`config.mk`:
```
export PLATFORM = sky130hd
export DESIGN_NAME = smvm_send_framer
export DESIGN_NICKNAME = d
export VERILOG_FILES = /design/src/rtl/smvm_pkg.sv /design/src/rtl/smvm_send_framer_axis_out_reg.sv /design/src/rtl/smvm_send_framer.sv
export SDC_FILE = /design/constraint.sdc
export NUM_CORES = 1
export LEC_CHECK = 0
export BUFFER_PORTS_ARGS = -buffer_cell sky130_fd_sc_hd__buf_4
export CAP_MARGIN = 30
export CORE_UTILIZATION = 56
export CTS_CLUSTER_SIZE = 40
export DETAILED_ROUTE_END_ITERATION = 16
export PLACE_DENSITY = 0.85
export SLEW_MARGIN = 20
export SYNTH_ARGS = -nofsm -noshare
export SYNTH_HDL_FRONTEND = slang
export SYNTH_SLANG_ARGS = --single-unit
```
`constraint.sdc`:
```
create_clock -name clk -period 3.6 [get_ports clk]
set_clock_uncertainty 0.05 [all_clocks]
set_input_delay 0.54 -clock clk [delete_from_list [all_inputs] [get_ports clk]]
set_output_delay 0.54 -clock clk [all_outputs]
set_load 0.01 [all_outputs]
```
`src/rtl/smvm_pkg.sv`:
```
// Shared types and trailer field layout for the PL->PS send framer.
// Holds the 32-bit word type, the framer state enum and a trailer builder.
package smvm_pkg;

    typedef logic [31:0] word_t;

    typedef enum logic {
        S_DATA  = 1'b0,
        S_TRAIL = 1'b1
    } state_t;

    localparam int TRL_CNT_LSB    = 0;
    localparam int TRL_CNT_MSB    = 14;
    localparam int TRL_FORCED_BIT = 15;
    localparam int TRL_CKS_LSB    = 16;
    localparam int TRL_CKS_MSB    = 31;

    function automatic word_t make_trailer(
        input logic [14:0] cnt,
        input logic        forced,
        input logic [15:0] cks
    );
        word_t w;
        w = '0;
        w[TRL_CNT_MSB:TRL_CNT_LSB] = cnt;
        w[TRL_FORCED_BIT]          = forced;
        w[TRL_CKS_MSB:TRL_CKS_LSB] = cks;
        return w;
    endfunction

endpackage

```
`src/rtl/smvm_send_framer_axis_out_reg.sv`:
```
// Single-entry AXI4-Stream output register with a load/free handshake.
// Ports: load/load_data/load_last in, tready in, tvalid/tdata/tlast/free out.
module axis_out_reg
    import smvm_pkg::*;
(
    input  logic  clk,
    input  logic  rst_n,
    input  logic  load,
    input  word_t load_data,
    input  logic  load_last,
    input  logic  tready,
    output logic  tvalid,
    output word_t tdata,
    output logic  tlast,
    output logic  free
);

    // Free when empty or being drained this cycle; never looks at load.
    assign free = !tvalid || tready;

    always_ff @(posedge clk or negedge rst_n) begin
        if (!rst_n) begin
            tvalid <= 1'b0;
            tdata  <= '0;
            tlast  <= 1'b0;
        end else if (load) begin
            tvalid <= 1'b1;
            tdata  <= load_data;
            tlast  <= load_last;
        end else if (tready) begin
            tvalid <= 1'b0;
        end
    end

endmodule

```
`src/rtl/smvm_send_framer.sv`:
```
// Send-side framer: packs result words into AXIS frames closed by a trailer
// word {checksum, forced, count}. Ports: in_* valid/ready input, m_axis_*
// stream output, send_fifo_almost_full throttle, frames_sent, busy.
// Optional macro SMVM_SEND_CHECKSUM_EN adds the folded XOR checksum field.
module smvm_send_framer
    import smvm_pkg::*;
#(
    parameter int MAX_WORDS = 1024,
    parameter int CNT_W     = 15
) (
    input  logic        clk,
    input  logic        rst_n,
    input  logic        in_valid,
    output logic        in_ready,
    input  logic [31:0] in_data,
    input  logic        in_last,
    input  logic        send_fifo_almost_full,
    output logic [31:0] m_axis_tdata,
    output logic [3:0]  m_axis_tkeep,
    output logic        m_axis_tlast,
    output logic        m_axis_tvalid,
    input  logic        m_axis_tready,
    output logic [15:0] frames_sent,
    output logic        busy
);

    localparam logic [CNT_W:0] MAX_CNT = (CNT_W+1)'(MAX_WORDS);

    state_t           state;
    logic [CNT_W-1:0] word_cnt;
    logic [CNT_W:0]   cnt_next;
    logic             forced;
    logic             free;
    logic             can_load;
    logic             accept;
    logic             trl_load;
    logic             load;
    logic             last_word;
    logic [15:0]      cks_fold;
    word_t            trailer;
    word_t            load_data;

    assign can_load  = free && !send_fifo_almost_full;
    // Held low during reset so nothing is offered to the producer early.
    assign in_ready  = rst_n && (state == S_DATA) && can_load;
    assign accept    = in_valid && in_ready;
    assign trl_load  = (state == S_TRAIL) && can_load;
    assign load      = accept || trl_load;

    assign cnt_next  = {1'b0, word_cnt} + (CNT_W+1)'(1);
    assign last_word = in_last || (cnt_next == MAX_CNT);

    assign trailer   = make_trailer(15'(word_cnt), forced, cks_fold);
    assign load_data = trl_load ? trailer : in_data;

`ifdef SMVM_SEND_CHECKSUM_EN
    word_t cks;

    always_ff @(posedge clk or negedge rst_n) begin
        if (!rst_n) begin
            cks <= '0;
        end else if (trl_load) begin
            cks <= '0;
        end else if (accept) begin
            cks <= cks ^ in_data;
        end
    end

    assign cks_fold = cks[31:16] ^ cks[15:0];
`else
    assign cks_fold = '0;
`endif

    always_ff @(posedge clk or negedge rst_n) begin
        if (!rst_n) begin
            state    <= S_DATA;
            word_cnt <= '0;
            forced   <= 1'b0;
        end else begin
            unique case (state)
                S_DATA: begin
                    if (accept) begin
                        word_cnt <= cnt_next[CNT_W-1:0];
                        if (last_word) begin
                            state  <= S_TRAIL;
                            forced <= !in_last;
                        end
                    end
                end
                S_TRAIL: begin
                    if (trl_load) begin
                        state    <= S_DATA;
                        word_cnt <= '0;
                        forced   <= 1'b0;
                    end
                end
            endcase
        end
    end

    // Counted at the trailer handshake, not at trailer load.
    always_ff @(posedge clk or negedge rst_n) begin
        if (!rst_n) begin
            frames_sent <= '0;
        end else if (m_axis_tvalid && m_axis_tready && m_axis_tlast) begin
            frames_sent <= frames_sent + 16'd1;
        end
    end

    axis_out_reg u_out (
        .clk       (clk),
        .rst_n     (rst_n),
        .load      (load),
        .load_data (load_data),
        .load_last (trl_load),
        .tready    (m_axis_tready),
        .tvalid    (m_axis_tvalid),
        .tdata     (m_axis_tdata),
        .tlast     (m_axis_tlast),
        .free      (free)
    );

    assign m_axis_tkeep = 4'hF;
    assign busy = (state == S_TRAIL) || (word_cnt != '0) || m_axis_tvalid;

endmodule

```
== Word level (Yosys, flattened, before mapping) ==
Cells that the tools add are included.

* Flip-flop bits (word level): 67
* Word-level logic and storage cells: 47

* $add $sub $neg: 2
* Eq/ne operators: 4
* Multiplexer cells: 14
* Bitwise operators: 1
* Reduce and logical (&&, ||, !) cells: 19

{| class="wikitable"
|+ Operators by type and width
! kind !! count
|-
| 32-bit 2-to-1 mux || 1
|-
| 15-bit 2-to-1 mux || 2
|-
| 15-bit one-hot mux with 2 select lines || 1
|-
| 15-bit by 1-bit adder with 16-bit output, second input constant || 1
|-
| 16-bit by 1-bit adder with 16-bit output, second input constant || 1
|-
| 16-bit by 11-bit == test with 1-bit output, second input constant || 1
|-
| 15-bit nonzero test || 1
|-
| 1-bit 2-to-1 mux || 8
|-
| 1-bit logical AND || 7
|-
| 1-bit logical OR || 5
|-
| 2-bit inequality test, second input constant || 2
|-
| 1-bit one-hot mux with 2 select lines || 2
|-
| 1-bit logical NOT || 3
|-
| 3-bit AND reduction || 1
|-
| 2-bit by 1-bit inequality test with 1-bit output, second input constant || 1
|-
| 2-bit AND reduction || 1
|-
| 2-bit nonzero test || 1
|-
| 1-bit NOT || 1
|}

== Depth between registers and ports, before layout ==
Gate-level depths: netlist of run 1.

* Word-level depth: 7
* Gate-level depth with buffers: 8
* Depth with buffers taken out: 6

== Modules after synthesis ==
A second synthesis of run 1 with hierarchy kept.

* Cell total of the unflattened synthesis: 341
* Area total of the unflattened synthesis: 3589.7 um2

{| class="wikitable"
|+ By module, submodules not included
! module !! instances !! cells an instance !! area an instance (um2) !! seq. area each (um2)
|-
| smvm_send_framer || 1 || 268 || 2174.6 || 825.8
|-
| axis_out_reg || 1 || 73 || 1415.1 || 850.8
|}

== Least setup slack after synthesis of run 1 ==
No wires, ideal clock.

* Path kind: reg2reg
* Start: reg word_cnt[0]
* End: reg state
* Library setup time: 0.078 ns
* Arrival: 1.701 ns
* Data required time: 3.472 ns
* Path slack: 1.770 ns
* Stages on the path, launching flop included: 7
* Path buffers: 0
* Clock period less this slack: 1.830 ns
* Cells stage by stage: dfrtp_1 > ha_1 > nand3_2 > nor4_2 > xnor2_1 > o2111ai_1 > o21bai_1

* Word-level cells in the longest chain between the ends: 6

{| class="wikitable"
|+ RTL lines
! what !! line !! source
|-
| from (decl) || smvm_send_framer.sv:30 || <nowiki>logic [CNT_W-1:0] word_cnt;</nowiki>
|-
| from (signal assigned) || smvm_send_framer.sv:83 || <nowiki>word_cnt <= cnt_next[CNT_W-1:0];</nowiki>
|-
| 15-bit by 1-bit adder with 16-bit output || smvm_send_framer.sv:50 || <nowiki>assign cnt_next = {1'b0, word_cnt} + (CNT_W+1)'(1);</nowiki>
|-
| 16-bit by 11-bit == test with 1-bit output || smvm_send_framer.sv:51 || <nowiki>assign last_word = in_last || (cnt_next == MAX_CNT);</nowiki>
|-
| 1-bit logical OR || smvm_send_framer.sv:51 ||
|-
| 1-bit 2-to-1 mux || smvm_send_framer.sv:84 || <nowiki>if (last_word) begin</nowiki>
|-
| 1-bit 2-to-1 mux || smvm_send_framer.sv:82 || <nowiki>if (accept) begin</nowiki>
|-
| 1-bit one-hot mux with 2 select lines || smvm_send_framer.sv:80 || <nowiki>unique case (state)</nowiki>
|-
| to (signal assigned) || smvm_send_framer.sv:76 || <nowiki>state <= S_DATA;</nowiki>
|-
| to (signal assigned) || smvm_send_framer.sv:85 || <nowiki>state <= S_TRAIL;</nowiki>
|-
| to (signal assigned) || smvm_send_framer.sv:92 || <nowiki>state <= S_DATA;</nowiki>
|-
| to (decl) || smvm_send_framer.sv:29 || <nowiki>state_t state;</nowiki>
|}

No other way between the ends.
A chain may end at the register's enable or synchronous reset.

== Worst setup path in the final report of run 1 ==
* Start: reg word_cnt[0]
* End: out busy

* Word-level cells in the longest chain between the ends: 3

{| class="wikitable"
|+ RTL lines
! what !! line !! source
|-
| 15-bit nonzero test || smvm_send_framer.sv:124 || <nowiki>assign busy = (state == S_TRAIL) || (word_cnt != '0) || m_axis_tvalid;</nowiki>
|-
| 1-bit logical OR (2 in a row) || smvm_send_framer.sv:124 ||
|-
| to (decl) || smvm_send_framer.sv:24 || <nowiki>output logic busy</nowiki>
|}

No other way between the ends.

==> results.cfg, run 1 <==
[run_status]
status = finished clean

[global_routing]
grt_pass1_wl_um = 12700
globalRouteOverflowTotal = 0
antenna_found_initial = 0
grt_use_total = 0.271
grt_pass1_vias = 2680
grt_max_degree = 68

[logic_synthesis]
synth_top_area_share = 0.511
yosysUniqueCellTypes = 51
synthTopCellsByArea = dfrtp_1, nor2_1, a22o_1, o21ai_1, xnor2_1
synth_top_area_cell = dfrtp_1
syn_avg_cell_area_um2 = 9.98
ys_seq_area_frac = 0.511
yosysMostFrequentCell = dfrtp_1
synth_edf_count = 0
synth_seq_cells = 67
netlist_instances = 329
yosysWarnings = 0
async_flop_share = 1.00
synth_area_mm2 = 0.00328
synth_flop_cell = dfrtp_1
synth_common_cells = dfrtp_1, nor2_1, nand2_1

[cells_and_area]
antenna_cells = 0
areaGrowthSynthToFinish_pct = 26.0
nets = 448
n_fill_cell = 416
drive_gt1_frac = 0.297
seqCellArea_mm2 = 0.00168
multi_input_area_mm2 = 0.00143

[worst_setup_path]
crit_path_max_incr_delay_ns = 0.50
end_kind = output pin
criticalPathCategory = reg -> out
critical-path-top-delay-family = flip-flops
cp.required_ns = 3.01
critical_path_arrival_ns = 1.73
cp_slowest_cell = dfrtp_1
cp_cell_sequence = inv_1 > ha_1 > nor4b_1 > nand4_1 > buf_4
startpoint_type = register
path_buf_inv = 2
cp_max_fo = 9

[sta]
setup_viol = 0
finalCritPeriodShare = 0.643
hold_viol = 0
tns_ns = 0
rsz0062_at_grt = no
setup_slack_ns = 1.28
max_slew_margin = 0.451
max_freq_ghz = 0.432
period_minus_slack_ns = 2.32
maxSlewViolCount = 0
worstMarginPinSlew_ns = 0.824

[floorplan]
initial_core_util = 0.589
io_pins = 94
die_height_um = 78.6
core_area_mm2 = 0.00557
num_rows = 27
die_area_mm2 = 0.00617
floorplan.die.width_um = 78.6

[clock_network]
cts_sinks = 67
cts_buffer_depth = 2
tritoncts = done
cts_buffers = 9
hold_buffers = 0
h-tree-depth = 3
post_cts_buffers = 0
insertion_delay_ns = 0.34
post_cts_resize_count = 0
cts.reportedPaths.clkPinSlew_ns = 0.07
clockRootBuffer = clkbuf_8

[routing]
dr.pass1.iters = 5
num_vias = 2800
wl_um = 7700
drt_iter0_markers = 295
post-route-drc-count = 0
routedWlPerCell_um = 15.9
viasPerCell = 5.80
ant_nets = 0

[min_path]
hp-class = in -> reg

[pwr]
powerDensity_mw_per_mm2 = 542
p_leak_uw = 0.00198
vdd_drop_max_mv = 0.320

[place]
dp.final_hpwl_um = 5390
port_buffers = 89
pre_cts_slack_ns = 1.24
gp_congestion = 0.882

[run]
maxCapViolCount = 0
==> where the power goes <==
part	switching [uW]	leakage (uW)	total [uW]	internal, uW
clock	277	0.000115	701	424
sequential	119	0.000866	1000	883
combinational	252	0.000998	535	283
==> state kept, by name, indices dropped and copies added, names as in the netlist <==
register,flops
forced,1
u_out.tlast,1
word_cnt,15
u_out.tdata,32
state,1
frames_sent,16
u_out.tvalid,1
==> layer usage <==
layer | vias to the layer above | share of wire | GRT usage | routed length, um
li1 | 1315 | - | - | -
met1 | 1330 | 0.41 | 0.361 | 3170
met2 | 139 | 0.49 | 0.423 | 3750
met3 | 16 | 0.079 | 0.0558 | 608
met4 | 0 | 0.022 | 0.126 | 166
met5 | - | 0 | 0 | 0
==> area by class of cell <==
type                       instances  area share
sequential                        67       0.406
multi-input combinational        232       0.347
timing repair buffer              92       0.167
clock buffer                      11      0.0366
tap                               72      0.0218
clock inverter                     4      0.0179
inverter                           5     0.00454
==> worst paths after layout <==
check                           startpoint         endpoint  slack [ns]  cells after the start
min                            in_data[25]  u_out.tdata[25]        0.37                      2
max in group asynchronous            rst_n      word_cnt[8]        2.56                      2
max                            word_cnt[0]             busy        1.28                      5
min reg2reg                frames_sent[15]  frames_sent[15]        0.43                      1
min in group asynchronous            rst_n      word_cnt[3]        0.40                      2
max reg2reg                    word_cnt[0]            state        1.42                      6
==> layout by cell type, fill, tap and decap left out, drive strengths merged, types with 4 or more instances in the layout <==
cell type	synthesis	routed
nand2	30	30
and3	7	7
clkbuf	5	11
nand4	7	7
xor2	6	6
nor2	47	47
inv	5	5
o21ai	26	26
conb	1	4
nand3	10	10
buf	23	92
dfrtp	67	67
a22o	16	16
xnor2	13	13
o22ai	16	16
nor4	6	6
nor3	8	8
==> cell families after synthesis <==
| kind of cell | Yosys count | synth area share |
|---|---|---|
| compound gates | 75 | 0.154 |
| xor+xnor | 19 | 0.0507 |
| fa+ha+maj | 3 | 0.0114 |
| buf+inv | 33 | 0.0576 |
| flops | 67 | 0.511 |
| mux | 2 | 0.00648 |
| other cells | 1 | 0.00114 |
| simple gates | 129 | 0.208 |
==> metrics by stage <==
step	power [uW]	hold WS, ns	std cells	area (um2)	utilization
finish	2240	0.368	483	4130	0.742
global route	2350	0.368	483	4130	0.742
CTS	2250	0.361	483	4130	0.742
detailed placement	1550	0.428	468	3910	0.701
global placement	1530	0.408	468	3910	0.701
floorplan	1260	0.194	332	3290	-
No activity file was read; power rests on OpenSTA's default activity.
==> run 2, diff against run 1 <==
- CORE_UTILIZATION: 56 -> 52
- PLACE_DENSITY: 0.85 -> 0.8
- clock period: 3.6 -> 2.3 ns (I/O delays scaled with it)
==> run 2 against run 1 <==
Non-clock buffer count increased by 5. Register-to-register slack worse by 1.2 ns. Wire length shrank 1.6%. Clock power grew 26%. Highest routed layer unchanged. Sequential power is 56% higher. Sequential share of layout area hardly changed. Via count fell by 0.46%. Sequential cell count is the same. Power increased by 46%. Utilization shrank 5.2 points. Largest cell class unchanged.
==> results.cfg, run 2 (synthesized netlist as in run 1, its figures left out) <==
[cells_and_area]
final_cell_count_no_fill = 491
layout_commonest_cell = buf_4
drive_gt1_frac = 0.303
antenna_cells = 0
nets = 453
top_register = u_out.tdata
seqCellArea_mm2 = 0.00168
n_fill_cell = 477
largest_reg_flops = 32
areaGrowthSynthToFinish_pct = 25.8
reg.largest.list = u_out.tdata (32), frames_sent (16), word_cnt (15)
multi_input_area_mm2 = 0.00143
layout_common_cells = buf_4, dfrtp_1, nor2_1

[run_status]
status = finished clean

[clock_network]
post_cts_buffers = 0
cts_buffer_depth = 2
cts_sinks = 67
h-tree-depth = 3
cts_buffers = 9
hold_buffers = 0
cts.reportedPaths.clkPinSlew_ns = 0.07
clockRootBuffer = clkbuf_8
insertion_delay_ns = 0.34
post_cts_resize_count = 0
tritoncts = done

[floorplan]
floorplan.die.width_um = 81.4
die_area_mm2 = 0.00663
num_rows = 28
initial_core_util = 0.548
core_area_mm2 = 0.00599
io_pins = 94
die_height_um = 81.4

[routing]
dr.pass1.iters = 4
post-route-drc-count = 0
drt_iter0_markers = 204
ant_nets = 0
viasPerCell = 5.68
routedWlPerCell_um = 15.4
wl_um = 7580
num_vias = 2787

[worst_setup_path]
crit_path_max_incr_delay_ns = 0.52
startpoint_type = register
cp_cell_sequence = ha_1 > nand3_2 > nor4_2 > xnor2_1 > o2111ai_1 > o21bai_1
criticalPathCategory = reg -> reg
cp.required_ns = 2.50
cp_max_fo = 9
cp_slowest_cell = dfrtp_1
critical-path-top-delay-family = simple AND/OR/NAND/NOR gates
critical_path_arrival_ns = 2.28
end_kind = register
path_buf_inv = 0

[sta]
max_freq_ghz = 0.481
maxSlewViolCount = 0
period_minus_slack_ns = 2.08
tns_ns = 0
holdWs_ns = 0.173
setup_viol = 0
max_slew_margin = 0.453
rsz0062_at_grt = no
finalCritPeriodShare = 0.904
worstMarginPinSlew_ns = 0.821
hold_viol = 0

[place]
dp.final_hpwl_um = 5340
port_buffers = 89
gp_congestion = 0.919
dp_cells = 476

[global_routing]
grt_pass1_vias = 2650
met3_usage = 0.0567
met1_usage = 0.340
globalRouteOverflowTotal = 0
grt_use_total = 0.253
met2_usage = 0.406
grt_pass1_wl_um = 12600
antenna_found_initial = 0
grt_max_degree = 68
grt-busiest-layer = met2

[pwr]
intPower_uw = 2280
powerDensity_mw_per_mm2 = 793
clockPowerShare = 0.269
vdd_drop_max_mv = 0.509
seq_power_share = 0.475
p_sw_frac = 0.305
p_comb_frac = 0.256
p_switching_uw = 1000
p_leak_uw = 0.00197

[run]
maxCapViolCount = 0

[min_path]
hp-class = in -> reg
[run 2: power by group through the flow]
| stage | Combinational (uW) | Clock, uW | Sequential, uW |
|---|---|---|---|
| 6_report | 839 | 880 | 1560 |
| 5_1_grt | 928 | 949 | 1590 |
| 4_1_cts | 851 | 896 | 1550 |
| 3_5_place_dp | 852 | 0 | 1570 |
| 3_3_place_gp | 828 | 0 | 1570 |
| 2_1_floorplan | 336 | 0 | 1630 |
[run 2: worst paths after layout]
kind | startpoint | end | slack (ns) | depth (start not counted)
worst max-delay path | word_cnt[0] | state | 0.22 | 6
max in group asynchronous | rst_n | state | 1.48 | 2
worst min-delay path | in_data[17] | u_out.tdata[17] | 0.17 | 2
min in group asynchronous | rst_n | u_out.tdata[28] | 0.18 | 2
worst max register to register | word_cnt[0] | state | 0.22 | 6
worst min register to register | frames_sent[15] | frames_sent[15] | 0.42 | 1
[run 2: stage by stage]
| stage | instance area [um2] | total power (uW) | setup slack [ns] | util |
|---|---|---|---|---|
| after floorplan | 3290 | 1970 | 0.470 | - |
| after global placement | 3950 | 2400 | 0.309 | 0.659 |
| after detailed placement | 3950 | 2420 | 0.255 | 0.659 |
| after CTS | 4130 | 3300 | 0.223 | 0.689 |
| after global routing | 4130 | 3460 | 0.0120 | 0.689 |
| final | 4130 | 3270 | 0.221 | 0.689 |
[run 2: area by class of cell]
cell class	count	area share
clock buffer	12	0.0376
multi-input combinational	232	0.347
timing repair buffer	97	0.176
clock inverter	3	0.00576
sequential	67	0.406
tap	75	0.0227
inverter	5	0.00455
[run 2: per-layer routing]
metal  routed length, um  part of all wire  vias up
li1                    -                 -     1324
met1                3460              0.46     1347
met2                3520              0.46      102
met3                 474             0.063       14
met4                 124             0.016        0
met5                   0                 0        -
